===== src/rtl/tlk2711_dma_wr_pkg.sv =====
`default_nettype none
// ============================================================================
// Module      : tlk2711_dma_wr_pkg
// Description : Shared AXI constants, 4 KB boundary and FSM encoding.
// Revision    : 1.0 - initial release
// ============================================================================
package tlk2711_dma_wr_pkg;

    localparam logic [1:0] c_axi_burst_incr  = 2'b01;
    localparam logic [2:0] c_axi_size_8b     = 3'd3;
    localparam logic [1:0] c_axi_resp_okay   = 2'b00;
    localparam logic [1:0] c_axi_resp_slverr = 2'b10;

    localparam int c_boundary_4k   = 4096;
    localparam int c_boundary_bits = 12;

    typedef enum logic [1:0] {
        ST_IDLE = 2'd0,
        ST_ADDR = 2'd1,
        ST_DATA = 2'd2,
        ST_RESP = 2'd3
    } state_t;

endpackage
`default_nettype wire


===== src/rtl/tlk2711_burst_calc.sv =====
`default_nettype none
// ============================================================================
// Module      : tlk2711_burst_calc
// Description : Burst length = min(remaining beats, MAX_BURST, beats to 4 KB).
// Revision    : 1.0 - initial release
// ============================================================================
module tlk2711_burst_calc
    import tlk2711_dma_wr_pkg::*;
#(
    parameter int REM_WIDTH   = 14,
    parameter int MAX_BURST   = 16,
    parameter int WBYTE_WIDTH = 8,
    parameter int BEAT_SHIFT  = $clog2(WBYTE_WIDTH),
    parameter int BL_WIDTH    = $clog2(MAX_BURST + 1)
) (
    input  logic [c_boundary_bits-1:BEAT_SHIFT] i_addr_beat,
    input  logic [REM_WIDTH-1:0]                i_remain,
    output logic [BL_WIDTH-1:0]                 o_burst_len
);

    localparam int BND_BEATS = c_boundary_4k / WBYTE_WIDTH;

    logic [31:0] w_remain;
    logic [31:0] w_to_bnd;
    logic [31:0] w_min_a;
    logic [31:0] w_min;

    always_comb begin
        w_remain    = 32'(i_remain);
        w_to_bnd    = 32'(BND_BEATS) - 32'(i_addr_beat);
        w_min_a     = (w_remain < 32'(MAX_BURST)) ? w_remain : 32'(MAX_BURST);
        w_min       = (w_to_bnd < w_min_a) ? w_to_bnd : w_min_a;
        o_burst_len = BL_WIDTH'(w_min);
    end

endmodule
`default_nettype wire


===== src/rtl/tlk2711_dma_wr.sv =====
`default_nettype none
// ============================================================================
// Module      : tlk2711_dma_wr
// Description : Stream-to-AXI4 write DMA, 4 KB-safe bursts, abortable.
// Revision    : 1.0 - initial release
// ============================================================================
module tlk2711_dma_wr
    import tlk2711_dma_wr_pkg::*;
#(
    parameter int ADDR_WIDTH  = 32,
    parameter int DLEN_WIDTH  = 16,
    parameter int DATA_WIDTH  = 64,
    parameter int WBYTE_WIDTH = 8,
    parameter int MAX_BURST   = 16
) (
    input  logic                             clk,
    input  logic                             rst_n,
    input  logic                             i_soft_rst,

    input  logic                             i_wr_cmd_req,
    output logic                             o_wr_cmd_ack,
    input  logic [ADDR_WIDTH+DLEN_WIDTH-1:0] i_wr_cmd_data,

    output logic                             o_dma_wr_ready,
    input  logic                             i_dma_wr_valid,
    input  logic [DATA_WIDTH-1:0]            i_dma_wr_data,
    input  logic [WBYTE_WIDTH-1:0]           i_dma_wr_keep,

    output logic                             o_wr_finish,
    output logic                             o_wr_err,
    output logic [3:0]                       o_wr_status,

    output logic [ADDR_WIDTH-1:0]            m_axi_awaddr,
    output logic [7:0]                       m_axi_awlen,
    output logic [2:0]                       m_axi_awsize,
    output logic [1:0]                       m_axi_awburst,
    output logic                             m_axi_awvalid,
    input  logic                             m_axi_awready,
    output logic [DATA_WIDTH-1:0]            m_axi_wdata,
    output logic [WBYTE_WIDTH-1:0]           m_axi_wstrb,
    output logic                             m_axi_wlast,
    output logic                             m_axi_wvalid,
    input  logic                             m_axi_wready,
    input  logic [1:0]                       m_axi_bresp,
    input  logic                             m_axi_bvalid,
    output logic                             m_axi_bready
);

    localparam int BEAT_SHIFT = $clog2(WBYTE_WIDTH);
    localparam int REM_WIDTH  = DLEN_WIDTH - BEAT_SHIFT + 1;
    localparam int BL_WIDTH   = $clog2(MAX_BURST + 1);
    localparam logic [ADDR_WIDTH-1:0] c_beat_mask = ADDR_WIDTH'(WBYTE_WIDTH - 1);

    // Async-assert / sync-deassert reset for everything below
    logic [1:0] rst_sync_q;
    logic [1:0] rst_sync_d;
    logic       rst_int_n;

    assign rst_sync_d = {rst_sync_q[0], 1'b1};
    assign rst_int_n  = rst_sync_q[1];

    always_ff @(posedge clk or negedge rst_n) begin
        if (!rst_n) rst_sync_q <= 2'b00;
        else        rst_sync_q <= rst_sync_d;
    end

    state_t                 state_q,    state_d;
    logic [ADDR_WIDTH-1:0]  addr_q,     addr_d;
    logic [REM_WIDTH-1:0]   remain_q,   remain_d;
    logic [7:0]             beat_cnt_q, beat_cnt_d;
    logic [7:0]             awlen_q,    awlen_d;
    logic                   awvalid_q,  awvalid_d;
    logic                   finish_q,   finish_d;
    logic                   err_q,      err_d;
    logic                   abort_q,    abort_d;

    logic [ADDR_WIDTH-1:0]  w_cmd_addr;
    logic [DLEN_WIDTH-1:0]  w_cmd_len;
    logic [REM_WIDTH-1:0]   w_cmd_beats;
    logic [BL_WIDTH-1:0]    w_burst_len;
    logic [7:0]             w_awlen;
    logic                   w_accept;
    logic                   w_aw_hs;
    logic                   w_w_hs;
    logic                   w_wlast;

    assign w_cmd_addr  = i_wr_cmd_data[ADDR_WIDTH+DLEN_WIDTH-1:DLEN_WIDTH];
    assign w_cmd_len   = i_wr_cmd_data[DLEN_WIDTH-1:0];
    assign w_cmd_beats = REM_WIDTH'(w_cmd_len[DLEN_WIDTH-1:BEAT_SHIFT])
                       + REM_WIDTH'(|w_cmd_len[BEAT_SHIFT-1:0]);

    tlk2711_burst_calc #(
        .REM_WIDTH   (REM_WIDTH),
        .MAX_BURST   (MAX_BURST),
        .WBYTE_WIDTH (WBYTE_WIDTH),
        .BEAT_SHIFT  (BEAT_SHIFT),
        .BL_WIDTH    (BL_WIDTH)
    ) u_burst_calc (
        .i_addr_beat (addr_q[c_boundary_bits-1:BEAT_SHIFT]),
        .i_remain    (remain_q),
        .o_burst_len (w_burst_len)
    );

    // Gated by the internal reset so no ack can leak out while held in reset
    assign w_accept = rst_int_n & (state_q == ST_IDLE) & i_wr_cmd_req & ~i_soft_rst;
    assign w_awlen  = 8'(w_burst_len) - 8'd1;
    assign w_aw_hs  = awvalid_q & m_axi_awready;
    assign w_w_hs   = m_axi_wvalid & m_axi_wready;
    assign w_wlast  = (state_q == ST_DATA) & (beat_cnt_q == awlen_q);

    always_comb begin
        state_d    = state_q;
        addr_d     = addr_q;
        remain_d   = remain_q;
        beat_cnt_d = beat_cnt_q;
        awlen_d    = awlen_q;
        awvalid_d  = awvalid_q;
        finish_d   = 1'b0;
        err_d      = err_q;
        abort_d    = abort_q;

        if (i_soft_rst && (state_q != ST_IDLE)) abort_d = 1'b1;

        case (state_q)
            ST_IDLE: begin
                if (i_soft_rst) begin
                    addr_d     = '0;
                    remain_d   = '0;
                    beat_cnt_d = '0;
                    awlen_d    = '0;
                    err_d      = 1'b0;
                    abort_d    = 1'b0;
                end else if (w_accept) begin
                    addr_d   = w_cmd_addr & ~c_beat_mask;
                    remain_d = w_cmd_beats;
                    err_d    = 1'b0;
                    if (w_cmd_beats == '0) begin
                        finish_d = 1'b1;
                    end else begin
                        state_d   = ST_ADDR;
                        awvalid_d = 1'b1;
                    end
                end
            end
            ST_ADDR: begin
                // Address and remaining count advance as soon as AW is taken
                if (w_aw_hs) begin
                    awvalid_d  = 1'b0;
                    awlen_d    = w_awlen;
                    beat_cnt_d = '0;
                    addr_d     = addr_q + (ADDR_WIDTH'(w_burst_len) << BEAT_SHIFT);
                    remain_d   = remain_q - REM_WIDTH'(w_burst_len);
                    state_d    = ST_DATA;
                end
            end
            ST_DATA: begin
                if (w_w_hs) begin
                    if (w_wlast) begin
                        beat_cnt_d = '0;
                        state_d    = ST_RESP;
                    end else begin
                        beat_cnt_d = beat_cnt_q + 8'd1;
                    end
                end
            end
            ST_RESP: begin
                if (m_axi_bvalid) begin
                    if (m_axi_bresp != c_axi_resp_okay) err_d = 1'b1;
                    if (abort_q || i_soft_rst) begin
                        state_d  = ST_IDLE;
                        remain_d = '0;
                        abort_d  = 1'b0;
                    end else if (remain_q != '0) begin
                        state_d   = ST_ADDR;
                        awvalid_d = 1'b1;
                    end else begin
                        state_d  = ST_IDLE;
                        finish_d = 1'b1;
                    end
                end
            end
            default: state_d = ST_IDLE;
        endcase
    end

    always_ff @(posedge clk or negedge rst_int_n) begin
        if (!rst_int_n) begin
            state_q    <= ST_IDLE;
            addr_q     <= '0;
            remain_q   <= '0;
            beat_cnt_q <= '0;
            awlen_q    <= '0;
            awvalid_q  <= 1'b0;
            finish_q   <= 1'b0;
            err_q      <= 1'b0;
            abort_q    <= 1'b0;
        end else begin
            state_q    <= state_d;
            addr_q     <= addr_d;
            remain_q   <= remain_d;
            beat_cnt_q <= beat_cnt_d;
            awlen_q    <= awlen_d;
            awvalid_q  <= awvalid_d;
            finish_q   <= finish_d;
            err_q      <= err_d;
            abort_q    <= abort_d;
        end
    end

    assign o_wr_cmd_ack   = w_accept;
    assign o_wr_finish    = finish_q;
    assign o_wr_err       = err_q;
    assign o_wr_status    = {(state_q != ST_IDLE), err_q, state_q};

    assign m_axi_awaddr   = addr_q;
    assign m_axi_awlen    = w_awlen;
    assign m_axi_awsize   = c_axi_size_8b;
    assign m_axi_awburst  = c_axi_burst_incr;
    assign m_axi_awvalid  = awvalid_q;

    // Ready must not look at valid: upstream valid is gated by this ready
    assign o_dma_wr_ready = (state_q == ST_DATA) & m_axi_wready;
    assign m_axi_wvalid   = i_dma_wr_valid & (state_q == ST_DATA);
    assign m_axi_wdata    = i_dma_wr_data;
    assign m_axi_wstrb    = i_dma_wr_keep;
    assign m_axi_wlast    = w_wlast;
    assign m_axi_bready   = (state_q == ST_RESP);

endmodule
`default_nettype wire


===== config.mk =====
export PLATFORM = sky130hd
export DESIGN_NAME = tlk2711_dma_wr
export DESIGN_NICKNAME = d
export VERILOG_FILES = /design/src/rtl/tlk2711_dma_wr_pkg.sv /design/src/rtl/tlk2711_burst_calc.sv /design/src/rtl/tlk2711_dma_wr.sv
export SDC_FILE = /design/constraint.sdc
export NUM_CORES = 1
export LEC_CHECK = 0
export CORE_ASPECT_RATIO = 0.6
export CORE_UTILIZATION = 39
export DETAILED_ROUTE_END_ITERATION = 7
export PLACE_DENSITY = 0.84
export SYNTH_ARGS = -nofsm -noshare
export SYNTH_HDL_FRONTEND = slang
export SYNTH_HIERARCHICAL = 1
export SYNTH_SLANG_ARGS = --single-unit
export TNS_END_PERCENT = 10

===== constraint.sdc =====
create_clock -name clk -period 4.1 [get_ports clk]
set_clock_uncertainty 0.15 [all_clocks]
set_input_delay 1.025 -clock clk [delete_from_list [all_inputs] [get_ports clk]]
set_output_delay 1.025 -clock clk [all_outputs]
set_load 0.1 [all_outputs]

==> metrics <==
reg2reg setup slack -0.90 ns; status complete, but fails checks; Max Fclk approximately 190 MHz; clock tree root driver cell clkbuf_16; max-slew violation count 0; Synth top area share around 28%; cts bufs inserted 9; min-delay src rst_sync_q[0]; initial antenna violation count 0; Yosys reg bits between 60 and 70; Worst Hold Class reg -> reg; DRC 0; RD Place Congestion about 0.95; crit path max fanout 6; Worst setup EP type output pin; Initial Util roughly 40%; crit path DAT between 3 and 4 ns; Final Hold Fails 0; final antenna-violating net count 0; # diodes 0; WHS Endpoint rst_sync_q[1]; commonest cells in the netlist buf_4 (84), nand2_1 (77), dfrtp_1 (65), o21ai_0 (43), nor2_1 (34); Final min period between 5 and 6 ns; post-route insts no fill approximately 1000; vias per cell 5.739; Max Cap Viol 0; total wire length about 19000 um; largest net degree at the start of global routing between 60 and 70; CTS tree done; Hold Path Depth 0; clk sink count 65; dpl cells 989; Max clock buf depth 2; Mapped Area around 0.0058 sq mm; ratio of cells with drive above 1 in the final layout between 20% and 30%; Final TNS setup -32.53 ns; nets@finish a little under 1000; die width around 160 um; Yosys cell types 68; failing checks setup timing; Synth area leaders dfrtp_1 (28%), buf_4 (11%), ha_1 (6.3%), nand2_1 (5.0%), mux2i_1 (4.7%); R2R cell count 20; EDFF count, synth 0; Syn Area/Cell 8.301 sq um; gr ovfl total 0; Synth area leader dfrtp_1; count leader, synth buf_4; I/O pin count between 200 and 300; Die ar. ~0.015 sq mm; dpl ws -0.8419 ns; drt first pass iters 5; Total GRT Usage around a quarter; reg-to-reg startpoint remain_q[7]; RR Endpoint m_axi_awaddr[31]; Placed Instance Area 0.007251 sq mm; vias in the first global route between 5000 and 6000; gate count of the mapped netlist ~700; area of the core 0.01451 sq mm; DR WL/cell 18.26 um; Area Overhead vs Synth 36.27%; VDD IR max about 0.26 mV; Crit Path Category reg -> out; Req. time, crit path 2.92 ns; Synth Warn # 6; worst setup margin -1.057 ns; Cell Rows 34; total power about 2.2 mW; Most used DFF post-synth dfrtp_1; Finished Cell Area roughly 0.0079 sq mm; Fill cells approximately 1200; clk_lat worst skew between 0.3 and 0.4 ns; critical path startpoint category flop; drt initial violations 436; fraction of registers with async set/reset 100.0%; Die Span Y slightly below 100 um; Leak between 3 and 4 nW; Buffers on Ports between 100 and 150; Rel. slew slack around 24%; Clk pin slew, worst setup/hold paths 0.06 ns; RSZ-0062 raised after global routing true; register area share after synthesis approximately 28%; Final setup viols just under 50; H-tree levels 3; routed via count 5848; first-pass GRT wire length slightly below 30000 um; Worst-Margin Slew approximately 1.1 ns; HPWL after DPL approximately 14000 um; final critical-path share of the clock period 125.8%; PwrDens ~280 mW/mm^2
-- metal layers --
layer,global-route usage (%),share of wire (%),vias to the layer above
li1,-,-,2676
met1,34.32,47,2781
met2,35.16,41,365
met3,9.048,11,26
met4,6.490,1.2,0
met5,0,0,-
-- sequential cells by signal, summed over array words and instances, names as in the netlist --
register       count
remain_q          14
state_q            2
o_wr_finish        1
m_axi_awvalid      1
m_axi_awaddr      29
rst_sync_q         2
beat_cnt_q         8
o_wr_err           1
abort_q            1
awlen_q            6
-- worst max-delay path, stage by stage (launching register included) --
cell and delay (ns):
dfrtp_1 0.39, or4_4 0.57, nor4_4 0.25, buf_6 0.18
nand2_4 0.06, ha_4 0.22, a211oi_2 0.23, nand3_1 0.11
o32a_4 0.41, mux2i_4 0.20, buf_6 0.14, clkinvlp_4 0.11
ha_4 0.18, and3_4 0.16, xnor2_4 0.21, buf_12 0.20
-- layout make-up --
| class | count | area, sq um | area share [%] |
|---|---|---|---|
| flip-flops and latches | 65 | 1635 | 20.74 |
| inverters | 33 | 130.1 | 1.651 |
| repair buffers | 202 | 1879 | 23.84 |
| multi-input cells | 505 | 3701 | 46.94 |
| clock inverters | 3 | 40.04 | 0.5079 |
| clock buffers | 13 | 250.2 | 3.174 |
| well taps | 198 | 247.7 | 3.142 |
-- worst max path at each step --
| stage | startpoint | endpoint |
|---|---|---|
| after detailed placement | m_axi_awaddr[7] | remain_q[12] |
| after floorplan | remain_q[12] | m_axi_awlen[6] |
| final | remain_q[7] | m_axi_awlen[4] |
| after global routing | remain_q[7] | m_axi_awlen[4] |
| after global placement | remain_q[12] | remain_q[12] |
| after CTS | remain_q[12] | m_axi_awlen[4] |
-- placed cells by master (no fill, tap or decap), types with 9 or more instances in the layout --
master / synthesis / final
o21ai_1: 3 / 10
mux2i_1: 27 / 24
xnor2_1: 19 / 17
clkbuf_16: 0 / 9
nor3_1: 22 / 15
nor2_1: 34 / 34
xor2_1: 10 / 9
conb_1: 3 / 14
nand3_1: 29 / 26
buf_4: 84 / 105
a22oi_1: 17 / 16
o21ai_0: 43 / 33
buf_12: 0 / 11
a21oi_1: 21 / 19
dfrtp_1: 65 / 58
nand2_1: 77 / 74
clkdlybuf4s50_1: 0 / 78
or3_1: 12 / 11
inv_1: 33 / 28
ha_1: 29 / 25
-- per-stage QoR --
step | util [%] | hold slack (ns)
floorplan | - | 0.1812
global placement | 49.98 | 0.1840
detailed placement | 49.98 | 0.1846
CTS | 52.98 | 0.1938
global route | 54.35 | 0.2154
finish | 54.35 | 0.1930
-- kinds of logic after synthesis --
group / after synthesis / synth area share (%)
compound gates: 164 / 19.42
xor+xnor: 29 / 4.390
fa+ha+maj: 31 / 6.964
buf+inv: 138 / 14.53
flops: 65 / 28.11
mux: 29 / 5.190
other cells: 3 / 0.1946
simple gates: 238 / 21.19
-- repair_timing --
action                                  4_1_cts  5_1_grt
pin swaps                                     8       21
gates resized for setup                      29       35
endpoints found under the setup margin       46       52
setup buffers                                 6        8
cloned                                        0        0
hold buffers                                  0        0
-- power breakdown --
group,internal (mW),switching [mW]
sequential,0.650,0.00759
clock,0.486,0.291
combinational,0.335,0.409
No activity file was read; power rests on OpenSTA's default activity.
